## src/rtl/multicycle_sequencer.sv

```systemverilog
// Multi-cycle MIPS control sequencer: one shared ALU and memory port,
// stepping each instruction through FETCH/DECODE/EXEC/MEM/WB.
package multicycle_sequencer_pkg;

  typedef enum logic [2:0] {
    S_FETCH  = 3'd0,
    S_DECODE = 3'd1,
    S_EXEC   = 3'd2,
    S_MEM    = 3'd3,
    S_WB     = 3'd4,
    S_FAULT  = 3'd7
  } state_e;

  localparam logic [2:0] OP_ADD = 3'd0;
  localparam logic [2:0] OP_SUB = 3'd1;
  localparam logic [2:0] OP_AND = 3'd2;
  localparam logic [2:0] OP_OR  = 3'd3;
  localparam logic [2:0] OP_NOR = 3'd4;
  localparam logic [2:0] OP_SLT = 3'd5;
  localparam logic [2:0] OP_SLL = 3'd6;
  localparam logic [2:0] OP_SRL = 3'd7;

  localparam logic [1:0] ALU_SRC_REG_B      = 2'd0;
  localparam logic [1:0] ALU_SRC_SEXT_IMM16 = 2'd1;
  localparam logic [1:0] ALU_SRC_ZEXT_IMM16 = 2'd2;

endpackage

module multicycle_sequencer
  import multicycle_sequencer_pkg::*;
#(
  parameter int MEM_TIMEOUT = 16,
  parameter int CNT_W       = 16
) (
  input  logic             clk,
  input  logic             reset,
  input  logic [31:0]      mem_rdata,
  input  logic             mem_ready,
  input  logic             zero,
  output logic             mem_req,
  output logic             mem_we,
  output logic             addr_sel,
  output logic             pc_write,
  output logic [1:0]       pc_src,
  output logic             reg_write,
  output logic             reg_dst,
  output logic             mem_to_reg,
  output logic [1:0]       alu_src,
  output logic [2:0]       alu_op,
  output logic [31:0]      ir,
  output logic [2:0]       state,
  output logic             fault,
  output logic [CNT_W-1:0] retired
);

  localparam int WAIT_W = $clog2(MEM_TIMEOUT + 1);
  localparam logic [WAIT_W-1:0] WAIT_LAST =
    WAIT_W'(MEM_TIMEOUT - 1);

  state_e             state_q, state_d;
  logic [31:0]        ir_q, ir_d;
  logic [WAIT_W-1:0]  wait_q, wait_d;
  logic [CNT_W-1:0]   retired_q, retired_d;
  logic               fault_q, fault_d;

  logic [5:0] opc;
  logic [5:0] fn;
  logic is_r, r_ok, is_addi, is_andi, is_ori;
  logic is_lw, is_sw, is_beq, is_bne, is_j;
  logic legal;
  logic [2:0] alu_op_x;
  logic [1:0] alu_src_x;

  assign opc     = ir_q[31:26];
  assign fn      = ir_q[5:0];
  assign is_r    = (opc == 6'h00);
  assign is_addi = (opc == 6'h08);
  assign is_andi = (opc == 6'h0C);
  assign is_ori  = (opc == 6'h0D);
  assign is_lw   = (opc == 6'h23);
  assign is_sw   = (opc == 6'h2B);
  assign is_beq  = (opc == 6'h04);
  assign is_bne  = (opc == 6'h05);
  assign is_j    = (opc == 6'h02);

  assign r_ok = is_r && (fn inside {
    6'h20, 6'h22, 6'h24, 6'h25,
    6'h27, 6'h2A, 6'h00, 6'h02});

  assign legal = r_ok | is_addi | is_andi | is_ori |
                 is_lw | is_sw | is_beq | is_bne | is_j;

  assign ir      = ir_q;
  assign state   = state_q;
  assign fault   = fault_q;
  assign retired = retired_q;

  // ALU operation and operand select implied by the held instruction
  always_comb begin
    alu_op_x  = OP_ADD;
    alu_src_x = ALU_SRC_REG_B;
    unique case (1'b1)
      is_r: begin
        case (fn)
          6'h22:   alu_op_x = OP_SUB;
          6'h24:   alu_op_x = OP_AND;
          6'h25:   alu_op_x = OP_OR;
          6'h27:   alu_op_x = OP_NOR;
          6'h2A:   alu_op_x = OP_SLT;
          6'h00:   alu_op_x = OP_SLL;
          6'h02:   alu_op_x = OP_SRL;
          default: alu_op_x = OP_ADD;
        endcase
      end
      is_addi, is_lw, is_sw: begin
        alu_src_x = ALU_SRC_SEXT_IMM16;
      end
      is_andi: begin
        alu_op_x  = OP_AND;
        alu_src_x = ALU_SRC_ZEXT_IMM16;
      end
      is_ori: begin
        alu_op_x  = OP_OR;
        alu_src_x = ALU_SRC_ZEXT_IMM16;
      end
      is_beq, is_bne: begin
        alu_op_x = OP_SUB;
      end
      default: ;
    endcase
  end

  // Next state, register updates and per-state control strobes
  always_comb begin
    state_d    = state_q;
    ir_d       = ir_q;
    wait_d     = wait_q;
    retired_d  = retired_q;
    fault_d    = fault_q;
    mem_req    = 1'b0;
    mem_we     = 1'b0;
    addr_sel   = 1'b0;
    pc_write   = 1'b0;
    pc_src     = 2'd0;
    reg_write  = 1'b0;
    reg_dst    = 1'b0;
    mem_to_reg = 1'b0;
    alu_src    = ALU_SRC_REG_B;
    alu_op     = OP_ADD;
    unique case (state_q)
      S_FETCH: begin
        mem_req = 1'b1;
        if (mem_ready) begin
          ir_d     = mem_rdata;
          pc_write = 1'b1;
          wait_d   = '0;
          state_d  = S_DECODE;
        end else if (wait_q == WAIT_LAST) begin
          state_d = S_FAULT;
          fault_d = 1'b1;
        end else begin
          wait_d = wait_q + WAIT_W'(1);
        end
      end
      S_DECODE: begin
        if (legal) begin
          state_d = S_EXEC;
        end else begin
          state_d = S_FAULT;
          fault_d = 1'b1;
        end
      end
      S_EXEC: begin
        alu_op  = alu_op_x;
        alu_src = alu_src_x;
        if (is_beq || is_bne || is_j) begin
          pc_write  = is_j | (is_beq & zero) |
                      (is_bne & ~zero);
          pc_src    = is_j ? 2'd2 : 2'd1;
          wait_d    = '0;
          retired_d = retired_q + CNT_W'(1);
          state_d   = S_FETCH;
        end else if (is_lw || is_sw) begin
          wait_d  = '0;
          state_d = S_MEM;
        end else begin
          state_d = S_WB;
        end
      end
      S_MEM: begin
        mem_req  = 1'b1;
        addr_sel = 1'b1;
        mem_we   = is_sw;
        if (mem_ready) begin
          wait_d = '0;
          if (is_sw) begin
            retired_d = retired_q + CNT_W'(1);
            state_d   = S_FETCH;
          end else begin
            state_d = S_WB;
          end
        end else if (wait_q == WAIT_LAST) begin
          state_d = S_FAULT;
          fault_d = 1'b1;
        end else begin
          wait_d = wait_q + WAIT_W'(1);
        end
      end
      S_WB: begin
        reg_write  = 1'b1;
        reg_dst    = is_r;
        mem_to_reg = is_lw;
        wait_d     = '0;
        retired_d  = retired_q + CNT_W'(1);
        state_d    = S_FETCH;
      end
      S_FAULT: ;
      default: begin
        state_d = S_FAULT;
        fault_d = 1'b1;
      end
    endcase
  end

  // State and datapath-control registers
  always_ff @(posedge clk or posedge reset) begin
    if (reset) begin
      state_q   <= S_FETCH;
      ir_q      <= '0;
      wait_q    <= '0;
      retired_q <= '0;
      fault_q   <= 1'b0;
    end else begin
      state_q   <= state_d;
      ir_q      <= ir_d;
      wait_q    <= wait_d;
      retired_q <= retired_d;
      fault_q   <= fault_d;
    end
  end

endmodule

```

## config.mk

```make
export PLATFORM = sky130hd
export DESIGN_NAME = multicycle_sequencer
export DESIGN_NICKNAME = d
export VERILOG_FILES = /design/src/rtl/multicycle_sequencer.sv
export SDC_FILE = /design/constraint.sdc
export NUM_CORES = 1
export LEC_CHECK = 0
export ABC_CLOCK_PERIOD_IN_PS = 4100
export CAP_MARGIN = 20
export CORE_MARGIN = 5
export CORE_UTILIZATION = 25
export CTS_BUF_LIST = sky130_fd_sc_hd__clkbuf_16
export CTS_CLUSTER_SIZE = 16
export DETAILED_ROUTE_END_ITERATION = 6
export PLACE_DENSITY = 0.45
export SLEW_MARGIN = 15
export SYNTH_ARGS = -nofsm -noshare
export SYNTH_HDL_FRONTEND = slang
export SYNTH_SLANG_ARGS = --single-unit
```

## constraint.sdc

```tcl
create_clock -name clk -period 4.1 [get_ports clk]
set_input_delay 0.41 -clock clk [delete_from_list [all_inputs] [get_ports clk]]
set_output_delay 0.41 -clock clk [all_outputs]
set_load 0.01 [all_outputs]
```

==> results of run 1 <==
-- per-stage QoR --
stage               cell area [um2]  setup WS (ps)  utilization [%]  std cells
global route                   4363          643.7            38.05        517
floorplan                      2945           1801                -        268
CTS                            4335          829.0            37.81        515
finish                         4363          855.9            38.05        517
detailed placement             4058           1183            35.38        500
global placement               4058           1241            35.38        500
-- kinds of logic after synthesis --
group                      Yosys count  synth area share (%)
and+or+nand+nor                     97                 19.29
DFF                                 57                 48.43
AOI/OAI and AO/OA                   41                 9.856
muxes                               32                 12.19
buffers and inverters               23                 4.503
xor gates and xnor gates            15                 4.461
adders and majority gates            3                 1.275
-- sequential cells by signal, indices dropped and copies added (netlist names) --
| register | cells |
|---|---|
| state | 3 |
| ir | 32 |
| fault | 1 |
| retired | 16 |
| wait_q | 5 |
-- metal layers --
layer,vias to the layer above,share of wire [%]
met2,88,47
li1,1169,-
met3,6,8.7
met4,0,0.70
met1,1154,44
met5,-,0
-- path summary, 6_finish.rpt --
check / slack [ps] / start / to / depth (start not counted)
setup / recovery: 860 / ir[30] / alu_op[1] / 6
hold reg to reg: 470 / retired[15] / retired[15] / 1
hold / removal: 350 / reset / retired[15] / 2
min in group clk: 470 / retired[15] / retired[15] / 1
max in group asynchronous: 2960 / reset / retired[4] / 4
setup reg to reg: 1670 / ir[26] / retired[7] / 6
-- worst register-to-register path: cells and delay by family (launching register included) --
| family | cells | cell delay, ps |
|---|---|---|
| AOI/OAI and AO/OA | 1 | 190 |
| xor gates and xnor gates | 1 | 170 |
| buffers and inverters | 1 | 220 |
| DFF | 1 | 590 |
| and+or+nand+nor | 3 | 1190 |
-- placed cells by master, fill, tap and decap left out, types with 5 or more instances in the layout --
cell | Yosys | layout
a21oi_1 | 5 | 5
clkbuf_16 | 0 | 9
clkdlybuf4s50_1 | 0 | 101
dfrtp_1 | 57 | 57
inv_1 | 9 | 10
mux2_2 | 31 | 31
nand2_1 | 17 | 17
nand2b_1 | 5 | 5
nand3_1 | 7 | 7
nor2_1 | 17 | 17
nor3_1 | 10 | 10
nor4_1 | 7 | 7
o21ai_0 | 14 | 14
xor2_1 | 12 | 12
-- area by class of cell --
class,count,area share [%]
Tap cell,143,4.101
Clock buffer,9,5.162
Multi-Input combinational cell,188,31.92
Sequential cell,57,32.69
Clock inverter,6,1.204
Inverter,9,0.7743
Timing Repair Buffer,105,24.15
-- report_power, final --
part | switching (mW) | internal [mW]
clock | 0.245 | 0.458
sequential | 0.0226 | 0.583
combinational | 0.0537 | 0.0851
==> results.tsv, run 1 <==
stage	metric	value	unit
sta	setup_tns	0	ps
finish	# fillers	1165	
run_status	outcome	completed	
logic_synthesis	sequential fraction of the synthesis area	48.43	%
route	drt first pass iters	4	
clock_tree	Root Driver	clkbuf_16	
die	Die X	118.5	um
logic_synthesis	cell taking the most area after synthesis	dfrtp_1	
placed_design	hpwl dp	5.936	mm
sta	final max-slew violation count	0	
logic_synthesis	post-synth top area share	48.43	%
setup_path	worst-path cell chain	or4_2 -> nor4_1 -> nand2_1 -> nor3_1 -> or2_2 -> clkdlybuf4s50_1	
logic_synthesis	Synth Area per Inst	10.99	um2
pwr	Pwr Total	1.447	mW
clock_tree	H-tree levels	3	
sta	final hold violations	0	
sta	Tmin final	3244	ps
logic_synthesis	yosys warns	0	
logic_synthesis	Main synth FF type	dfrtp_1	
clock_tree	clock buffer depth	2	
setup_path	Top delay family on crit path	simple AND/OR/NAND/NOR gates	
worst_hold_path	worst hold path type	input port to async pin	
sta	Slew @ Worst Pin	507.1	ps
sta	Period Utilization, post-route	79.12	%
die	Rows	39	
sta	clock skew	9.609	ps
route	Remaining DRCs	0	
global_route	met3 usage	5.731	%
sta	RSZ-0062 raised after global routing	no	
global_route	initial antenna violation count	0	
logic_synthesis	Post-Syn Instances	268	
route	Final Routed Wirelength	8.118	mm
setup_path	CP Max Fanout	13	
global_route	vias in the first global route	2554	
job	Max-Cap Viols	0	
global_route	grt total ovfl	0	
finish	Register Area	0.001426	mm2
clock_tree	TritonCTS Buffers	9	
route	routed via count	2417	
global_route	Most Crowded Layer GR	met2	
logic_synthesis	Post-Syn Area	0.002945	mm2
setup_path	Worst path max stage delay	670	ps
global_route	grt met1 use	14.80	%
global_route	first-pass GRT wire length	13.55	mm
clock_tree	hold buffers post-CTS	0	
sta	Max-slew headroom	66.19	%
clock_tree	post-CTS setup buffer count	0	
setup_path	Critical Path Start Type	register	
setup_path	Setup crit end kind	primary output	
sta	f_max	0.3083	GHz
logic_synthesis	count leader, synth	dfrtp_1	
route	WL per Instance	15.70	um
clock_tree	Worst-path clk slew	50	ps
pwr	maximum VDD drop	0.2139	mV
route	routed vias/inst	4.675	
placed_design	Placer Congestion	0.7909	
finish	share of cells above drive strength 1	17.65	%
global_route	largest net degree at the start of global routing	43	
logic_synthesis	asr flop ratio synth	100.0	%
die	Die Ht	118.5	um
clock_tree	Clock Sink Count	57	
logic_synthesis	Synth Register Bits	57	
die	die area	0.01405	mm2
global_route	M2 GR Usage	18.67	%
route	DRT iter0 DRCs	78	
global_route	aggregate global-route resource usage	11.93	%
logic_synthesis	EDFF count, synth	0	
finish	nets	409	
sta	worst hold margin	354.9	ps
finish	ANT cells	0	
clock_tree	post-cts resize count	0	
pwr	pwr dens	331.6	mW/mm2
logic_synthesis	Synth cell types	59	
die	I/O Pins	102	
route	antenna viol nets, final	0	
setup_path	critical path type	register to primary output	
pwr	Leakage	1.868	nW
setup_path	CP bufs+invs	1	
placed_design	PortBufs	101	
sta	final setup fails	0	
die	Core ar.	0.01147	mm2
logic_synthesis	Synth top cells by count	dfrtp_1 (57), mux2_2 (31), nand2_1 (17), nor2_1 (17), o21ai_0 (14)	
logic_synthesis	main area contributors after synthesis	dfrtp_1 (48%), mux2_2 (12%), xor2_1 (3.6%)	
setup_path	CP max stage cell	or4_2	
finish	area grow syn2layout	48.13	%
die	Initial Utilization	25.68	%
setup_path	crit path DAT	2830	ps
setup_path	CP Data Required Time	3690	ps
clock_tree	CTS tree	yes	
finish	area of the multi-input gates	0.001393	mm2
logic_synthesis	Post-Syn Nets	307	
clock_tree	Clock Latency Late Sink	320	ps
(Power assumes the default switching activity.)
==> run 2, diff against run 1 <==
- ABC_CLOCK_PERIOD_IN_PS: 4100 -> 2900
- PLACE_DENSITY: 0.45 -> 0.47
- clock period: 4.1 -> 2.9 ns (I/O delays scaled with it)
==> results.tsv, run 2 (same netlist as run 1, synthesis figures left out) <==
stage	metric	value	unit	change
run_status	outcome	completed		unchanged
clock_tree	H-tree levels	3		unchanged
die	Rows	39		unchanged
finish	ANT cells	0		unchanged
setup_path	CP max stage cell	or4_4		was or4_2
finish	post-layout util	39.20	%	was 38.05%
setup_path	CP Data Required Time	2610	ps	was 3690 ps
route	antenna viol nets, final	0		unchanged
worst_hold_path	worst hold path type	input port to async pin		unchanged
die	Die Ht	118.5	um	unchanged
clock_tree	Worst-path clk slew	50	ps	about the same
setup_path	crit path DAT	2490	ps	was 2830 ps
finish	Post-Layout Cell Count	528		was 517
route	routed via count	2459		was 2417
die	Core ar.	0.01147	mm2	unchanged
finish	area grow syn2layout	52.63	%	was 48.13%
global_route	aggregate global-route resource usage	11.39	%	was 11.93%
pwr	pwr dens	484.8	mW/mm2	was 331.6 mW/mm2
global_route	Most Crowded Layer GR	met2		unchanged
global_route	vias in the first global route	2502		was 2554
finish	nets	419		was 409
global_route	M2 GR Usage	17.83	%	was 18.67%
clock_tree	Clock Sink Count	57		unchanged
sta	f_max	0.3595	GHz	
die	die area	0.01405	mm2	unchanged
finish	# fillers	1131		was 1165
setup_path	Worst path max stage delay	560	ps	was 670 ps
die	Die X	118.5	um	unchanged
setup_path	critical path type	register to primary output		unchanged
placed_design	PortBufs	101		unchanged
pwr	Leakage	1.912	nW	was 1.868 nW
sta	final hold violations	0		unchanged
route	routed vias/inst	4.657		was 4.675
route	drt first pass iters	4		unchanged
sta	clock skew	5.057	ps	was 9.609 ps
setup_path	CP Max Fanout	3		was 13
sta	final max-slew violation count	0		unchanged
sta	Tmin final	2782	ps	
die	Initial Utilization	25.68	%	unchanged
job	Max-Cap Viols	0		unchanged
clock_tree	clock buffer depth	2		unchanged
setup_path	Setup crit end kind	primary output		unchanged
clock_tree	Clock Latency Late Sink	320	ps	about the same
pwr	maximum VDD drop	0.2161	mV	was 0.2139 mV
route	Remaining DRCs	0		unchanged
global_route	largest net degree at the start of global routing	35		was 43
sta	Slew @ Worst Pin	1045	ps	was 507.1 ps
global_route	first-pass GRT wire length	12.99	mm	was 13.55 mm
clock_tree	Root Driver	clkbuf_16		unchanged
clock_tree	TritonCTS Buffers	9		unchanged
finish	Largest register FFs	32		unchanged
route	WL per Instance	14.88	um	was 15.70 um
placed_design	hpwl dp	5.883	mm	was 5.936 mm
clock_tree	CTS tree	yes		unchanged
sta	Max-slew headroom	30.34	%	was 66.19%
route	DRT iter0 DRCs	127		was 78
sta	Period Utilization, post-route	95.93	%	
placed_design	placed cell count	511		was 500
finish	share of cells above drive strength 1	21.30	%	was 17.65%
setup_path	worst-path cell chain	or4_4 -> nor4_4 -> nand2_1 -> nor3_2 -> or2_2 -> clkdlybuf4s50_1		was or4_2 -> nor4_1 -> nand2_1 -> nor3_1 -> or2_2 -> clkdlybuf4s50_1
die	I/O Pins	102		unchanged
finish	commonest non-fill, non-tap cell in the layout	clkdlybuf4s50_1		unchanged
clock_tree	hold buffers post-CTS	0		unchanged
global_route	met3 usage	4.107	%	was 5.731%
global_route	grt met1 use	14.62	%	was 14.80%
finish	most frequent cells in the layout	clkdlybuf4s50_1 (101), dfrtp_1 (55), mux2_2 (31)		was clkdlybuf4s50_1 (101), dfrtp_1 (57), mux2_2 (31)
placed_design	Placer Congestion	0.8137		was 0.7909
route	Final Routed Wirelength	7.854	mm	was 8.118 mm
setup_path	Critical Path Start Type	register		unchanged
global_route	grt total ovfl	0		unchanged
global_route	initial antenna violation count	1		was 0
sta	final setup fails	0		unchanged
==> run 2: area by class of cell <==
| type | count | area (um2) | share of cell area (%) |
|---|---|---|---|
| repair buffers | 115 | 1116 | 24.83 |
| well taps | 143 | 178.9 | 3.980 |
| clock buffers | 9 | 225.2 | 5.010 |
| multi-input cells | 188 | 1418 | 31.53 |
| inverters | 9 | 33.78 | 0.7515 |
| flip-flops and latches | 57 | 1429 | 31.78 |
| clock inverters | 7 | 95.09 | 2.115 |
==> run 2: per-stage QoR <==
step | setup WS [ps] | cell area, um2 | hold slack [ps] | power (mW) | setup TNS [ps]
global placement | 277.9 | 4140 | 459.3 | 1.074 | 0
finish | 118.0 | 4496 | 397.1 | 2.179 | 0
floorplan | 717.1 | 2945 | 406.8 | 0.9491 | 0
detailed placement | 220.3 | 4140 | 460.8 | 1.074 | 0
CTS | 9.822 | 4467 | 427.9 | 2.217 | 0
global route | -5.153 | 4496 | 475.6 | 2.282 | -5.153
==> run 2: what timing repair did <==
action                     4_1_cts  5_1_grt
hold endpoints to repair         0        0
buffers inserted                 0        1
setup endpoints to repair        1        4
pin swaps                        0        2
gates resized for setup          1        6
==> run 2: worst paths after layout <==
check | startpoint | end | slack (ps) | cells past startpoint
worst min-delay path | reset | ir[23] | 400 | 2
min in group clk | retired[15] | retired[15] | 470 | 1
worst max-delay path | ir[28] | alu_op[1] | 120 | 6
worst min register to register | retired[15] | retired[15] | 470 | 1
max in group asynchronous | reset | state[0] | 1830 | 3
worst max register to register | ir[27] | retired[1] | 390 | 5
==> run 2: layer usage <==
| layer | vias to the layer above | wire (um) | share of wire [%] |
|---|---|---|---|
| met2 | 76 | 3682 | 47 |
| met4 | 2 | 55 | 0.70 |
| li1 | 1190 | - | - |
| met1 | 1183 | 3564 | 45 |
| met5 | - | 7 | 0.089 |
| met3 | 8 | 544 | 6.9 |
==> run 2: worst max-delay path: cells and delay by family, from the launching register on <==
| kind | cells | cell delay [ps] |
|---|---|---|
| and+or+nand+nor | 5 | 1290 |
| DFF | 1 | 370 |
| buffers and inverters | 1 | 530 |
==> run 2: power breakdown <==
group / leakage (nW) / internal, mW / total, mW / switching (mW)
combinational: 1.05 / 0.128 / 0.214 / 0.0864
clock: 0.145 / 0.749 / 1.12 / 0.368
sequential: 0.721 / 0.824 / 0.848 / 0.0242
